$ cat src/rtl/axi_rd_arb_pkg.sv
// Shared constants and types for the AXI read/write bridge blocks.
package axi_rd_arb_pkg;

  localparam int unsigned DEF_BYTES_PER_LINE = 16;

  localparam logic [1:0] BURST_FIXED = 2'b00;
  localparam logic [1:0] BURST_INCR  = 2'b01;

  localparam logic [2:0] SIZE_WORD = 3'd2;

  typedef enum logic [1:0] {
    ST_IDLE = 2'd0,
    ST_AR   = 2'd1,
    ST_R    = 2'd2
  } rd_state_t;

  typedef enum logic {
    OWN_INST = 1'b0,
    OWN_DATA = 1'b1
  } rd_owner_t;

endpackage

$ cat src/rtl/axi_rd_arb_prio_arb_2.sv
// Two-port fixed-priority arbiter: the high port always wins.
module prio_arb_2 (
  input  logic req_hi,
  input  logic req_lo,
  output logic gnt_hi,
  output logic gnt_lo
);

  // Low port is granted only when the high port is not requesting.
  always_comb begin
    gnt_hi = req_hi;
    gnt_lo = req_lo & ~req_hi;
  end

endmodule

$ cat src/rtl/mux_1h.sv
// Generic one-hot multiplexer: ORs together the inputs whose select bit is set.
module mux_1h #(
  parameter int unsigned WIDTH = 1,
  parameter int unsigned N     = 2
) (
  input  logic [N-1:0]       sel,
  input  logic [N*WIDTH-1:0] din,
  output logic [WIDTH-1:0]   dout
);

  // AND-OR selection; an all-zero select yields zero.
  always_comb begin
    dout = '0;
    for (int unsigned k = 0; k < N; k++) begin
      if (sel[k]) begin
        dout = dout | din[k*WIDTH +: WIDTH];
      end
    end
  end

endmodule

$ cat src/rtl/axi_rd_arb.sv
// AXI read-path arbiter between instruction and data cache requesters.
// One read outstanding at a time; reads hitting a line still held in the
// write buffer are held off until the buffer drains.
module axi_rd_arb
  import axi_rd_arb_pkg::*;
#(
  parameter int unsigned BYTES_PER_LINE = axi_rd_arb_pkg::DEF_BYTES_PER_LINE
) (
  input  logic        clk,
  input  logic        reset,

  input  logic        i_rd_req,
  input  logic [31:0] i_rd_addr,
  input  logic        i_rd_burst,
  input  logic [1:0]  i_rd_size,
  output logic        i_rd_rdy,
  output logic        i_ret_valid,
  output logic        i_ret_last,
  output logic [31:0] i_ret_data,

  input  logic        d_rd_req,
  input  logic [31:0] d_rd_addr,
  input  logic        d_rd_burst,
  input  logic [1:0]  d_rd_size,
  output logic        d_rd_rdy,
  output logic        d_ret_valid,
  output logic        d_ret_last,
  output logic [31:0] d_ret_data,

  input  logic        wr_idle,
  input  logic [31:0] wr_addr,
  output logic        read_unfinish,

  output logic [3:0]  arid,
  output logic [31:0] araddr,
  output logic [7:0]  arlen,
  output logic [2:0]  arsize,
  output logic [1:0]  arburst,
  output logic [1:0]  arlock,
  output logic [3:0]  arcache,
  output logic [2:0]  arprot,
  output logic        arvalid,
  input  logic        arready,

  input  logic [3:0]  rid,
  input  logic [31:0] rdata,
  input  logic [1:0]  rresp,
  input  logic        rlast,
  input  logic        rvalid,
  output logic        rready
);

  localparam int unsigned WORDS_PER_LINE = BYTES_PER_LINE / 4;
  localparam int unsigned OFFSET_WIDTH   = $clog2(BYTES_PER_LINE);
  localparam logic [7:0]  BURST_ARLEN    = 8'(WORDS_PER_LINE - 1);
  localparam int unsigned ST_W           = $bits(rd_state_t);

  rd_state_t   state;
  rd_state_t   state_next;
  rd_state_t   idle_next;
  rd_state_t   ar_next;
  rd_state_t   r_next;
  logic [ST_W-1:0] state_mux;

  logic [31:0] r_addr;
  logic        r_burst;
  logic [1:0]  r_size;
  rd_owner_t   r_owner;

  logic        blk_i;
  logic        blk_d;
  logic        elig_i;
  logic        elig_d;
  logic        gnt_i;
  logic        gnt_d;
  logic        accept;

  // rid/rresp are not used: one read outstanding, errors are not reported.
  logic        unused_rd;
  assign unused_rd = ^{rid, rresp, wr_addr[OFFSET_WIDTH-1:0]};

  // Line-granular read-after-write hazard and request eligibility.
  always_comb begin
    blk_i  = ~wr_idle & (i_rd_addr[31:OFFSET_WIDTH] == wr_addr[31:OFFSET_WIDTH]);
    blk_d  = ~wr_idle & (d_rd_addr[31:OFFSET_WIDTH] == wr_addr[31:OFFSET_WIDTH]);
    elig_i = i_rd_req & ~blk_i;
    elig_d = d_rd_req & ~blk_d;
  end

  // Data cache has fixed priority over instruction cache.
  prio_arb_2 u_arb (
    .req_hi (elig_d),
    .req_lo (elig_i),
    .gnt_hi (gnt_d),
    .gnt_lo (gnt_i)
  );

  // Same-cycle accept, only while idle.
  always_comb begin
    i_rd_rdy = (state == ST_IDLE) & gnt_i;
    d_rd_rdy = (state == ST_IDLE) & gnt_d;
    accept   = i_rd_rdy | d_rd_rdy;
  end

  // Per-state successor candidates, selected one-hot by the current state.
  always_comb begin
    idle_next = accept ? ST_AR : ST_IDLE;
    ar_next   = arready ? ST_R : ST_AR;
    r_next    = (rvalid & rlast) ? ST_IDLE : ST_R;
  end

  // An unreachable encoding selects nothing and so falls back to IDLE.
  mux_1h #(
    .WIDTH (ST_W),
    .N     (3)
  ) u_state_mux (
    .sel  ({state == ST_R, state == ST_AR, state == ST_IDLE}),
    .din  ({r_next, ar_next, idle_next}),
    .dout (state_mux)
  );

  // Cast the muxed encoding back to the state type.
  always_comb begin
    state_next = rd_state_t'(state_mux);
  end

  // State register and request capture on accept.
  always_ff @(posedge clk) begin
    if (reset) begin
      state   <= ST_IDLE;
      r_addr  <= '0;
      r_burst <= 1'b0;
      r_size  <= '0;
      r_owner <= OWN_INST;
    end else begin
      state <= state_next;
      if (accept) begin
        r_addr  <= gnt_d ? d_rd_addr  : i_rd_addr;
        r_burst <= gnt_d ? d_rd_burst : i_rd_burst;
        r_size  <= gnt_d ? d_rd_size  : i_rd_size;
        r_owner <= gnt_d ? OWN_DATA   : OWN_INST;
      end
    end
  end

  // AR channel driven from registered request fields.
  always_comb begin
    arvalid = (state == ST_AR);
    arid    = {3'b000, r_owner};
    araddr  = r_addr;
    arlen   = r_burst ? BURST_ARLEN : 8'd0;
    arsize  = r_burst ? SIZE_WORD : {1'b0, r_size};
    arburst = BURST_INCR;
    arlock  = '0;
    arcache = '0;
    arprot  = '0;
  end

  // R channel steered to the owning client; the other client sees nothing.
  always_comb begin
    rready        = (state == ST_R);
    read_unfinish = (state != ST_IDLE);
    i_ret_valid   = rready & rvalid & (r_owner == OWN_INST);
    d_ret_valid   = rready & rvalid & (r_owner == OWN_DATA);
    i_ret_last    = i_ret_valid & rlast;
    d_ret_last    = d_ret_valid & rlast;
    i_ret_data    = rdata;
    d_ret_data    = rdata;
  end

endmodule

$ cat config.mk
export PLATFORM = sky130hd
export DESIGN_NAME = axi_rd_arb
export DESIGN_NICKNAME = d
export VERILOG_FILES = /design/src/rtl/axi_rd_arb_pkg.sv /design/src/rtl/axi_rd_arb_prio_arb_2.sv /design/src/rtl/mux_1h.sv /design/src/rtl/axi_rd_arb.sv
export SDC_FILE = /design/constraint.sdc
export NUM_CORES = 1
export LEC_CHECK = 0
export ABC_CLOCK_PERIOD_IN_PS = 2500
export CORE_AREA = 2 2 108 110
export CTS_BUF_LIST = sky130_fd_sc_hd__clkbuf_8
export DETAILED_ROUTE_END_ITERATION = 8
export DIE_AREA = 0 0 110 112
export GPL_ROUTABILITY_DRIVEN = 0
export PLACE_DENSITY = 0.74
export SLEW_MARGIN = 20
export SYNTH_ARGS = -nofsm -noshare
export SYNTH_HDL_FRONTEND = slang
export SYNTH_SLANG_ARGS = --single-unit
$ cat constraint.sdc
create_clock -name clk -period 2.5 [get_ports clk]
set_clock_uncertainty 0.1 [all_clocks]
set_input_delay 0.5 -clock clk [delete_from_list [all_inputs] [get_ports clk]]
set_output_delay 0.5 -clock clk [all_outputs]
set_load 0.05 [all_outputs]
**After elaboration in Yosys (flattened, before gate mapping)**

Index checks and enable logic that the tools add are counted.

- Bits in registers: 38
- Input bits: 148
- Word-level logic and storage cells: 44

- Equality and inequality tests: 4
- Mux-type cells: 12
- Bitwise gates (word level): 21
- Reduce and logical (&&, ||, !) cells: 2

Operator list:

| operator | count |
|---|---|
| $eq 28x28->1 | 2 |
| $mux 32 | 1 |
| $mux 2 | 7 |
| $and 1x1->1 | 13 |
| $not 1->1 | 5 |
| $mux 1 | 4 |
| $or 2x2->2 | 2 |
| $eq 2x1->1 const B | 1 |
| $eq 2x2->1 const B | 1 |
| $logic_not 2->1 | 1 |
| $reduce_bool 2->1 | 1 |
| $or 1x1->1 | 1 |

**Depth between registers and ports, before layout**

Gate-level depths: netlist of run 1.

- Depth after elaboration: 14
- Gate-level depth with buffers: 8
- Depth with buffers taken out: 6

**Cells and area by module**

A second synthesis of run 1 with hierarchy kept.

- Cells, all modules: 353
- Area, all modules: 3050.4 µm²

By module, submodules not included:

| module | instances | cells each | area an instance (µm²) | seq. area each (µm²) |
|---|---|---|---|---|
| axi_rd_arb | 1 | 347 | 3001.6 | 760.7 |
| mux_1h | 1 | 4 | 27.5 | 0.0 |
| prio_arb_2 | 1 | 2 | 21.3 | 0.0 |

**Worst setup path after synthesis of run 1**

No wires, ideal clock.

- Path type: flip-flop to output port
- Start: register state[1]
- End: output i_ret_last
- Arrival time: 2.479 ns
- Data required time: 1.900 ns
- Path slack: -0.579 ns
- Stages on the path, launching flop included: 5
- Path buffers: 0
- Cell sequence: dfxtp_1 > nor2b_1 > nand2_1 > nor2_1 > and2_1

- Cells in the longest elaborated chain, start to end: 4

RTL lines:

| what | line | text |
|---|---|---|
| start: declaration | axi_rd_arb.sv:58 | `rd_state_t state;` |
| start signal: assignment | axi_rd_arb.sv:136 | `state <= state_next;` |
| $eq 2x2->1 | axi_rd_arb.sv:161 | `rready = (state == ST_R);` |
| via rready | axi_rd_arb.sv:50 | `output logic rready` |
| $and 1x1->1 (2 in a row) | axi_rd_arb.sv:163 | `i_ret_valid = rready & rvalid & (r_owner == OWN_INST);` |
| via i_ret_valid | axi_rd_arb.sv:17 | `output logic i_ret_valid,` |
| $and 1x1->1 | axi_rd_arb.sv:165 | `i_ret_last = i_ret_valid & rlast;` |
| end: declaration | axi_rd_arb.sv:18 | `output logic i_ret_last,` |

The timed path passes the listed nets, and every way through them passes these cells.

**Worst setup path after layout of run 1**

- Start: input wr_addr[16]
- End: output i_rd_rdy

- Cells in the longest elaborated chain, start to end: 7
- Elaborated cells on any way between the ends: 11

RTL lines:

| what | line | text |
|---|---|---|
| start: declaration | axi_rd_arb.sv:31 | `input logic [31:0] wr_addr,` |
| $eq 28x28->1 | axi_rd_arb.sv:85 | `blk_d = ~wr_idle & (d_rd_addr[31:OFFSET_WIDTH] == wr_addr[31:OFFSET_WIDTH]);` |
| $and 1x1->1 | axi_rd_arb.sv:85 |  |
| $not 1->1 | axi_rd_arb.sv:87 | `elig_d = d_rd_req & ~blk_d;` |
| $and 1x1->1 | axi_rd_arb.sv:87 |  |
| $not 1->1 | axi_rd_arb_prio_arb_2.sv:12 | `gnt_lo = req_lo & ~req_hi;` |
| $and 1x1->1 (*) | axi_rd_arb_prio_arb_2.sv:12 |  |
| $and 1x1->1 (*) | axi_rd_arb.sv:100 | `i_rd_rdy = (state == ST_IDLE) & gnt_i;` |
| end: declaration | axi_rd_arb.sv:16 | `output logic i_rd_rdy,` |

Mark *: on every way between the ends. The rest lies on a longest branch, timed or not.

==> results of run 1 <==
==> synth_stat cells (3+ instances only) <==
library cell,count
o31ai_1,35
buf_4,90
buf_6,7
nor4_1,7
nand4_1,8
mux2i_1,35
xor2_1,29
dfxtp_1,38
xnor2_1,27
o21a_1,3
buf_8,3
nor2_1,5
nand2_1,3
nor2b_1,6
a21oi_1,35
==> sequential cells by signal, indices dropped and copies added, names as in the netlist <==
| register | flops |
|---|---|
| r_burst | 1 |
| r_owner | 1 |
| state | 2 |
| araddr | 32 |
| r_size | 2 |
==> kinds of logic after synthesis <==
kind of cell    count (synthesis)  synth area share [%]
simple gates                   37                  6.54
flops                          38                  24.0
xor+xnor                       56                  15.5
mux                            35                  11.0
compound gates                 76                  15.3
other cells                     2                 0.237
buf+inv                       109                  27.5
==> through the flow <==
| stage | hold slack (ps) | util (%) |
|---|---|---|
| final | 411 | 40.5 |
| after global routing | 432 | 40.5 |
| after global placement | 414 | 39.2 |
| after detailed placement | 416 | 39.2 |
| after CTS | 407 | 40.2 |
| after floorplan | 387 | - |
==> final cells by class <==
type / instances / area, um^2 / share of cell area (%)
Tap cell: 143 / 179 / 3.95
Antenna cell: 1 / 2.50 / 0.0553
Clock inverter: 2 / 8.76 / 0.194
Inverter: 2 / 7.51 / 0.166
Clock buffer: 6 / 82.6 / 1.83
Multi-Input combinational cell: 225 / 1820 / 40.3
Sequential cell: 38 / 761 / 16.8
Timing Repair Buffer: 183 / 1660 / 36.7
==> where the power goes <==
part           leakage [uW]  total, uW  internal [uW]  switching, uW
clock             0.0000524        455            219            236
combinational       0.00158       1140            441            700
sequential         0.000316        726            680           45.5
total               0.00195       2320           1340            981
==> metal layers <==
layer | global-route usage, % | up-vias | share of wire (%)
met4 | 8.44 | 0 | 3.3
met3 | 5.33 | 40 | 9.3
met5 | 0 | - | 0
met1 | 19.7 | 1342 | 37
li1 | - | 1324 | -
met2 | 28.6 | 134 | 50
==> layout by cell type (no fill, tap or decap), drive strengths merged, types with 3 or more instances in the layout <==
cell	n
a21oi	35
dfxtp	38
nor4	7
mux2i	35
inv	3
o21a	3
buf	73
dlygate4sd2	21
xnor2	27
nand4	8
nor2b	6
conb	21
nor2	5
clkbuf	8
clkdlybuf4s15	17
o31ai	35
nand2	3
clkdlybuf4s50	70
xor2	29
==> worst reg2reg max path, delay by kind of cell (launching register included) <==
family	cells	cell delay [ps]
and+or+nand+nor	3	630
DFF	1	330
buffers and inverters	2	470
AOI/OAI and AO/OA	2	320
==> final timing paths <==
kind,to,depth (start not counted),startpoint
max,i_rd_rdy,7,wr_addr[16]
min,araddr[18],3,d_rd_addr[18]
max reg2reg,araddr[2],7,state[0]
min reg2reg,araddr[8],2,araddr[8]
==> timing repair <==
item | CTS | global route
gates resized for setup | 233 | 16
hold endpoints to repair | 0 | 0
setup buffers | 2 | 0
pin swaps | 41 | 5
endpoints found under the setup margin | 39 | 3
==> flow_summary.toml, run 1 <==
[floorplan]
fp.dieW_um = 110
die_h_um = 112
io_pins = 279
die_area_um2 = 12300
floorplan.initialDensity_pct = 28.4
core_um2 = 11200
fp-row-count = 39

[final_layout]
final_nets = 603
fin_cells = 600
syn_to_final_growth_pct = 42.5
fillers = 1109
post-route-cell-area_um2 = 4520
drive_gt1_share_pct = 25.9

[logic_synthesis]
synth_edf_count = 0
syn-cell-area_um2 = 3170
synth_area_leader_cell = "dfxtp_1"
ys.flop_type = "dfxtp_1"
synth_area_leaders = "dfxtp_1, buf_4, mux2i_1"
synthCells = 353
synth_top_area_share_pct = 24.0
synth_warnings = 0
async_reset_ff_share_pct = 0
synth.avg_cell_area_um2 = 8.99
seq_area_frac_synth_pct = 24.0
synth-seq-cells = 38
synthDistinctLibCells = 31

[clock_tree]
clk_latency_ps = 290
ctsHoldBuffers = 0
cts.clk_slew.worst_paths_ps = 80
h-tree-depth = 2
cts_buffers = 5
clockBufferDepth = 2
cts_tree = "built"
cts.sinks = 38
root_buffer = "clkbuf_8"

[worst_setup_path]
worstSetupStartpointType = "input port"
required_ps = 1900
max_stage_delay_ps = 390
arrival_ps = 1920
crit_slowest_cell = "nor4_4"
r2r_slack_ps = 540
crit_chain = "buf_8, xor2_4, nor4_4, nand4_1, o21a_2, nor2b_4, buf_12"
critical_path.top_delay_family = "simple AND/OR/NAND/NOR gates"
crit_path_end_kind = "primary output"
crit_type = "input port to primary output"
path_buf_inv = 2
worstPathMaxFanout = 2

[sta]
slew_headroom_pct = 52.1
slew_viol_final = 0
rsz0062_at_grt = "true"
worst_slack_ps = -22.4
period_share_pct = 101
setup_viol = 1
fin_setup_tns_ps = -22.4
final_hold_viol_count = 0
fin_crit_ps = 2520
max_freq_mhz = 396
tightest_slew_ps = 717

[status]
outcome = "complete, but fails checks"
violations = "negative setup slack"

[power]
peakVddDrop_mv = 0.303
leakagePower_uw = 0.00195
power_uw = 2320
power.density_nw_per_um2 = 513

[global_route]
antenna_found_initial = 1
grt_pass1_vias = 2934
grt_max_degree = 38
overflow = 0
grt_first_pass_wirelength_mm = 16.1
track_usage_pct = 17.2

[routing]
routed_wl_mm = 10.7
vias_per_cell = 4.73
drt_pre_antenna_iters = 4
drt_iter0_markers = 89
vias = 2840
drt_drc_violations_left = 0
antenna_left = 0
post_drt_wl_per_cell_um = 17.8

[placed_design]
post-dp-hpwl_mm = 8.37
placed_area_um2 = 4390
dp_cells = 589
portBuffers = 151
post-place-ws_ps = -799

[job]
cap_violations = 0

[min_path]
hold_class = "input port to flop"
No activity file was read; power rests on OpenSTA's default activity.
==> run 2: changes to the inputs <==
--- a/config.mk
+++ b/config.mk
@@ -6,13 +6,14 @@
 export NUM_CORES = 1
 export LEC_CHECK = 0
 export ABC_CLOCK_PERIOD_IN_PS = 2500
-export CORE_AREA = 2 2 108 110
+export CORE_AREA = 2 2 107 109
 export CTS_BUF_LIST = sky130_fd_sc_hd__clkbuf_8
 export DETAILED_ROUTE_END_ITERATION = 8
-export DIE_AREA = 0 0 110 112
+export DIE_AREA = 0 0 109 111
 export GPL_ROUTABILITY_DRIVEN = 0
 export PLACE_DENSITY = 0.74
 export SLEW_MARGIN = 20
 export SYNTH_ARGS = -nofsm -noshare
 export SYNTH_HDL_FRONTEND = slang
+export SYNTH_HIERARCHICAL = 1
 export SYNTH_SLANG_ARGS = --single-unit
==> flow_summary.toml, run 2 <==
[final_layout]
final_nets = 613
multiInputGateArea_um2 = 1920
largest_reg_flops = 32
syn_to_final_growth_pct = 54.6
fillers = 1119
antenna_cells = 0
seq_area_um2 = 761
postLayoutCoreUtil_pct = 42.6
layout_commonest_cell = "clkdlybuf4s50_1"
final_cell_mix = "clkdlybuf4s50_1, dfxtp_1, nor2_1"
drive_gt1_share_pct = 30.9

[floorplan]
die_h_um = 111
core_um2 = 11100
fp.dieW_um = 109
floorplan.initialDensity_pct = 27.5
fp-row-count = 39
die_area_um2 = 12100
io_pins = 279

[clock_tree]
clk_latency_ps = 300
cts.clk_slew.worst_paths_ps = 70
clockBufferDepth = 2
h-tree-depth = 2
root_buffer = "clkbuf_8"
cts_buffers = 5
ctsHoldBuffers = 0
cts.sinks = 38
cts_tree = "built"

[logic_synthesis]
synth_area_leaders = "dfxtp_1, buf_4, mux2i_1"
synth_area_leader_cell = "dfxtp_1"
yosys.area_share.simple_pct = 11.2
synthXorXnorAreaFrac_pct = 15.8
seq_area_frac_synth_pct = 24.9
synthMuxAreaShare_pct = 11.5
synthAdderAreaFrac_pct = 0
synth.most_common_cell = "buf_4"
synth-seq-cells = 38
synth_top_family_by_area = "buffers and inverters"
synth_edf_count = 0
async_reset_ff_share_pct = 0
syn-cell-area_um2 = 3050
synth_compound_area_share_pct = 10.7
synth_warnings = 6
synth.avg_cell_area_um2 = 8.64
synth_common_cells = "buf_4, dfxtp_1, nor2_1, xor2_1"
synth_top_area_share_pct = 24.9
synthDistinctLibCells = 25
synthCells = 353
ys.flop_type = "dfxtp_1"

[worst_setup_path]
crit_path_start = "d_rd_addr[10]"
worstReg2RegEnd = "araddr[5]"
crit_slowest_cell = "o41a_4"
crit_type = "input port to primary output"
crit_chain = "dlygate4sd2_1, xor2_2, nor4_1, nand4_1, o41a_4, nor2b_4, nand2_2, clkinvlp_4, buf_12"
worstPathMaxFanout = 4
max_stage_delay_ps = 480
r2r_cells = 5
required_ps = 1900
rr_startpoint = "state[0]"
r2r_slack_ps = 890
worstSetupStartpointType = "input port"
arrival_ps = 2220
crit_path_end_kind = "primary output"

[routing]
routed_wl_mm = 10.6
vias_per_cell = 4.46
vias = 2717
route.met2.wl_mm = 5.58
drt_pre_antenna_iters = 4
drt_drc_violations_left = 0
top_layer_used = "met4"
antenna_left = 0
post_drt_wl_per_cell_um = 17.5
routed-wl-met3_um = 657
drt_iter0_markers = 134
routedLengthMet1_mm = 4.15

[sta]
holdWs_ps = 398
tightest_slew_ps = 806
max_freq_mhz = 355
rsz0062_at_grt = "true"
slew_headroom_pct = 46.3
slew_viol_final = 0
final_hold_viol_count = 0
setup_viol = 27
period_share_pct = 113
worst_slack_ps = -316
fin_setup_tns_ps = -1350
fin_crit_ps = 2820

[min_path]
min_to = "r_size[0]"
min_path_cells = 2
hold_start = "r_size[0]"
hold_class = "flop to flop"

[global_route]
grt_max_degree = 41
grt_first_pass_wirelength_mm = 15.5
track_usage_pct = 16.9
overflow = 0
grt_pass1_vias = 2928
antenna_found_initial = 0

[status]
outcome = "complete, but fails checks"
violations = "negative setup slack"

[job]
cap_violations = 0

[power]
leakagePower_uw = 0.00208
peakVddDrop_mv = 0.252
power.density_nw_per_um2 = 581

[placed_design]
portBuffers = 151
post-dp-hpwl_mm = 8.13
-- run 2: cell count changes after synthesis, sizes merged, moves of 4 or more --
cell,delta
nor2,+33
inv,+4
o31ai,-35
a21oi,-33
a211oi,+35
xnor2,-9
xor2,+8
-- run 2: layout make-up --
class | instances | share of cell area (%)
flip-flops and latches | 38 | 16.1
multi-input cells | 225 | 40.7
repair buffers | 189 | 36.9
clock buffers | 6 | 1.75
inverters | 6 | 0.557
clock inverters | 2 | 0.186
well taps | 143 | 3.79
-- run 2: critical path, delay by kind of cell --
family | cells | cell delay [ps]
buffers and inverters | 3 | 500
AOI/OAI and AO/OA | 1 | 480
and+or+nand+nor | 4 | 570
xor gates and xnor gates | 1 | 160
-- run 2: timing repair --
action                                  in CTS  in global routing
resized for setup                          134                111
buffers inserted                             4                  3
endpoints found under the setup margin      39                 38
cloned                                       0                  1
pin swaps                                   32                 37
-- run 2: worst max-delay path by stage --
stage / to / slack [ps] / cells after the start
floorplan: state[0] / -340 / 12
global placement: state[0] / -930 / 10
detailed placement: state[0] / -900 / 10
CTS: i_rd_rdy / -390 / 9
global route: i_rd_rdy / -360 / 8
finish: i_rd_rdy / -320 / 9
-- run 2: cells by family after synthesis --
logic type / Yosys count
XOR/XNOR: 55
buffers and inverters: 111
AND/OR/NAND/NOR: 69
other: 2
AO/OA/AOI/OAI: 43
multiplexers: 35
flip-flops: 38
-- run 2: stage by stage --
stage	total power (uW)	std cells	setup WS, ps	cell area, um^2
6_report	2740	609	-316	4720
5_1_grt	2890	609	-364	4720
4_1_cts	2730	605	-387	4630
3_5_place_dp	2240	593	-896	4370
3_3_place_gp	2220	593	-933	4370
2_1_floorplan	1970	374	-339	3150
-- run 2: metal layers --
layer,vias to the layer above,GRT usage (%)
met2,100,30.4
met1,1300,19.2
li1,1289,-
met4,0,6.07
met5,-,0
met3,28,3.82
-- run 2: where the power goes --
group / leakage (uW) / switching (uW) / total [uW] / internal [uW]
sequential: 0.000315 / 60.0 / 771 / 711
clock: 0.0000524 / 235 / 453 / 219
combinational: 0.00171 / 929 / 1520 / 588
total: 0.00208 / 1220 / 2740 / 1520
==> run 3: changes to the inputs <==
--- a/config.mk
+++ b/config.mk
@@ -11,7 +11,8 @@
 export DETAILED_ROUTE_END_ITERATION = 8
 export DIE_AREA = 0 0 109 111
 export GPL_ROUTABILITY_DRIVEN = 0
-export PLACE_DENSITY = 0.74
+export PLACE_DENSITY = 0.83
+export SETUP_SLACK_MARGIN = 0.3
 export SLEW_MARGIN = 20
 export SYNTH_ARGS = -nofsm -noshare
 export SYNTH_HDL_FRONTEND = slang
==> flow_summary.toml, run 3 (synthesis gave the netlist of run 2 again) <==
[routing]
drt_drc_violations_left = 0
post_drt_wl_per_cell_um = 19.4
routed_wl_mm = 11.8
drt_iter0_markers = 89
drt_pre_antenna_iters = 5
vias = 2785
antenna_left = 0
vias_per_cell = 4.57

[job]
cap_violations = 0

[sta]
fin_crit_ps = 2870
slew_headroom_pct = 26.5
setup_viol = 38
tightest_slew_ps = 1100
final_hold_viol_count = 0
period_share_pct = 115
slew_viol_final = 0
rsz0062_at_grt = "true"
max_freq_mhz = 348
worst_slack_ps = -372

[placed_design]
post-place-ws_ps = -900
portBuffers = 151
post-dp-hpwl_mm = 8.43

[clock_tree]
h-tree-depth = 2
root_buffer = "clkbuf_8"
cts_buffers = 5
cts.clk_slew.worst_paths_ps = 70
ctsHoldBuffers = 0
cts.sinks = 38
clockBufferDepth = 2
cts_tree = "built"
clk_latency_ps = 280

[final_layout]
drive_gt1_share_pct = 39.7
multiInputGateArea_um2 = 2220
final_cell_mix = "clkdlybuf4s50_1, dfxtp_1, mux2i_1"
antenna_cells = 0
seq_area_um2 = 761
fillers = 1077
largest_reg_flops = 32
layout_commonest_cell = "clkdlybuf4s50_1"
final_nets = 614
syn_to_final_growth_pct = 68.6

[floorplan]
floorplan.initialDensity_pct = 27.5
fp-row-count = 39
fp.dieW_um = 109
io_pins = 279
die_h_um = 111
core_um2 = 11100
die_area_um2 = 12100

[global_route]
antenna_found_initial = 0
overflow = 0
grt_first_pass_wirelength_mm = 15.5
grt_pass1_vias = 2962
track_usage_pct = 16.9
grt_max_degree = 45

[power]
power.internal_uw = 1640
pwr-share-seq_pct = 26.6
peakVddDrop_mv = 0.263
pwr-share-clk_pct = 13.2
leakagePower_uw = 0.00219
comb_power_share_pct = 60.3
p_sw_uw = 1370
netSwitchingFraction_pct = 45.4
power_uw = 3010
power.density_nw_per_um2 = 585

[worst_setup_path]
rr_startpoint = "state[0]"
crit_path_end_kind = "primary output"
r2r_cells = 6
required_ps = 1900
worstSetupStartpointType = "input port"
worstPathMaxFanout = 3
worstReg2RegEnd = "araddr[29]"
arrival_ps = 2270
r2r_slack_ps = 850
crit_type = "input port to primary output"
crit_path_start = "wr_addr[11]"

[status]
outcome = "complete, but fails checks"
violations = "negative setup slack"

[min_path]
min_path_cells = 2
hold_start = "araddr[26]"
hold_class = "flop to flop"
min_to = "araddr[26]"
[run 3: per-stage QoR]
step / hold slack [ps] / cell area [um^2] / cells / TNS [ps] / utilization (%)
final: 401 / 5140 / 609 / -7470 / 46.4
after global routing: 432 / 5140 / 609 / -10480 / 46.4
after CTS: 402 / 4600 / 599 / -3170 / 41.5
after detailed placement: 394 / 4350 / 590 / -31500 / 39.3
after global placement: 383 / 4350 / 590 / -28080 / 39.3
after floorplan: 374 / 3160 / 374 / -2480 / -
[run 3: power groups by stage]
stage / clock, uW / combinational, uW / sequential [uW]
2_1_floorplan: 0 / 886 / 1080
3_3_place_gp: 0 / 1450 / 779
3_5_place_dp: 0 / 1460 / 786
4_1_cts: 423 / 1480 / 774
5_1_grt: 442 / 1900 / 813
6_report: 395 / 1810 / 799
[run 3: how the worst max path moves through the flow]
| stage | end | slack (ps) | depth (start not counted) |
|---|---|---|---|
| floorplan | state[0] | -340 | 12 |
| global placement | state[0] | -830 | 11 |
| detailed placement | araddr[24] | -900 | 11 |
| CTS | i_rd_rdy | -370 | 10 |
| global route | i_rd_rdy | -430 | 10 |
| finish | i_rd_rdy | -370 | 10 |
[run 3: cell type report]
cell class	count	area share, %
Clock inverter	2	0.146
Multi-Input combinational cell	225	43.1
Sequential cell	38	14.8
Clock buffer	5	1.34
Tap cell	143	3.48
Timing Repair Buffer	190	36.6
Inverter	6	0.511
[run 3: per-layer routing]
metal  wire length, um  track usage, %
met1              4430            18.6
met2              6260            30.6
met3               735            4.29
met4               389            6.50
met5                 0               0
[run 3: what timing repair did]
| action | 4_1_cts | 5_1_grt |
|---|---|---|
| setup buffers | 2 | 3 |
| cloned | 0 | 7 |
| setup endpoints to repair | 44 | 42 |
| pin swaps | 43 | 31 |
| resized for setup | 200 | 140 |
[run 3: worst max-delay path, stage by stage]
cell	delay, ps
buf_6	100
buf_6	110
xor2_2	160
nor4_2	290
nand4_1	140
o41a_4	520
nor2b_4	160
nand2_4	70
clkinvlp_4	90
buf_12	130
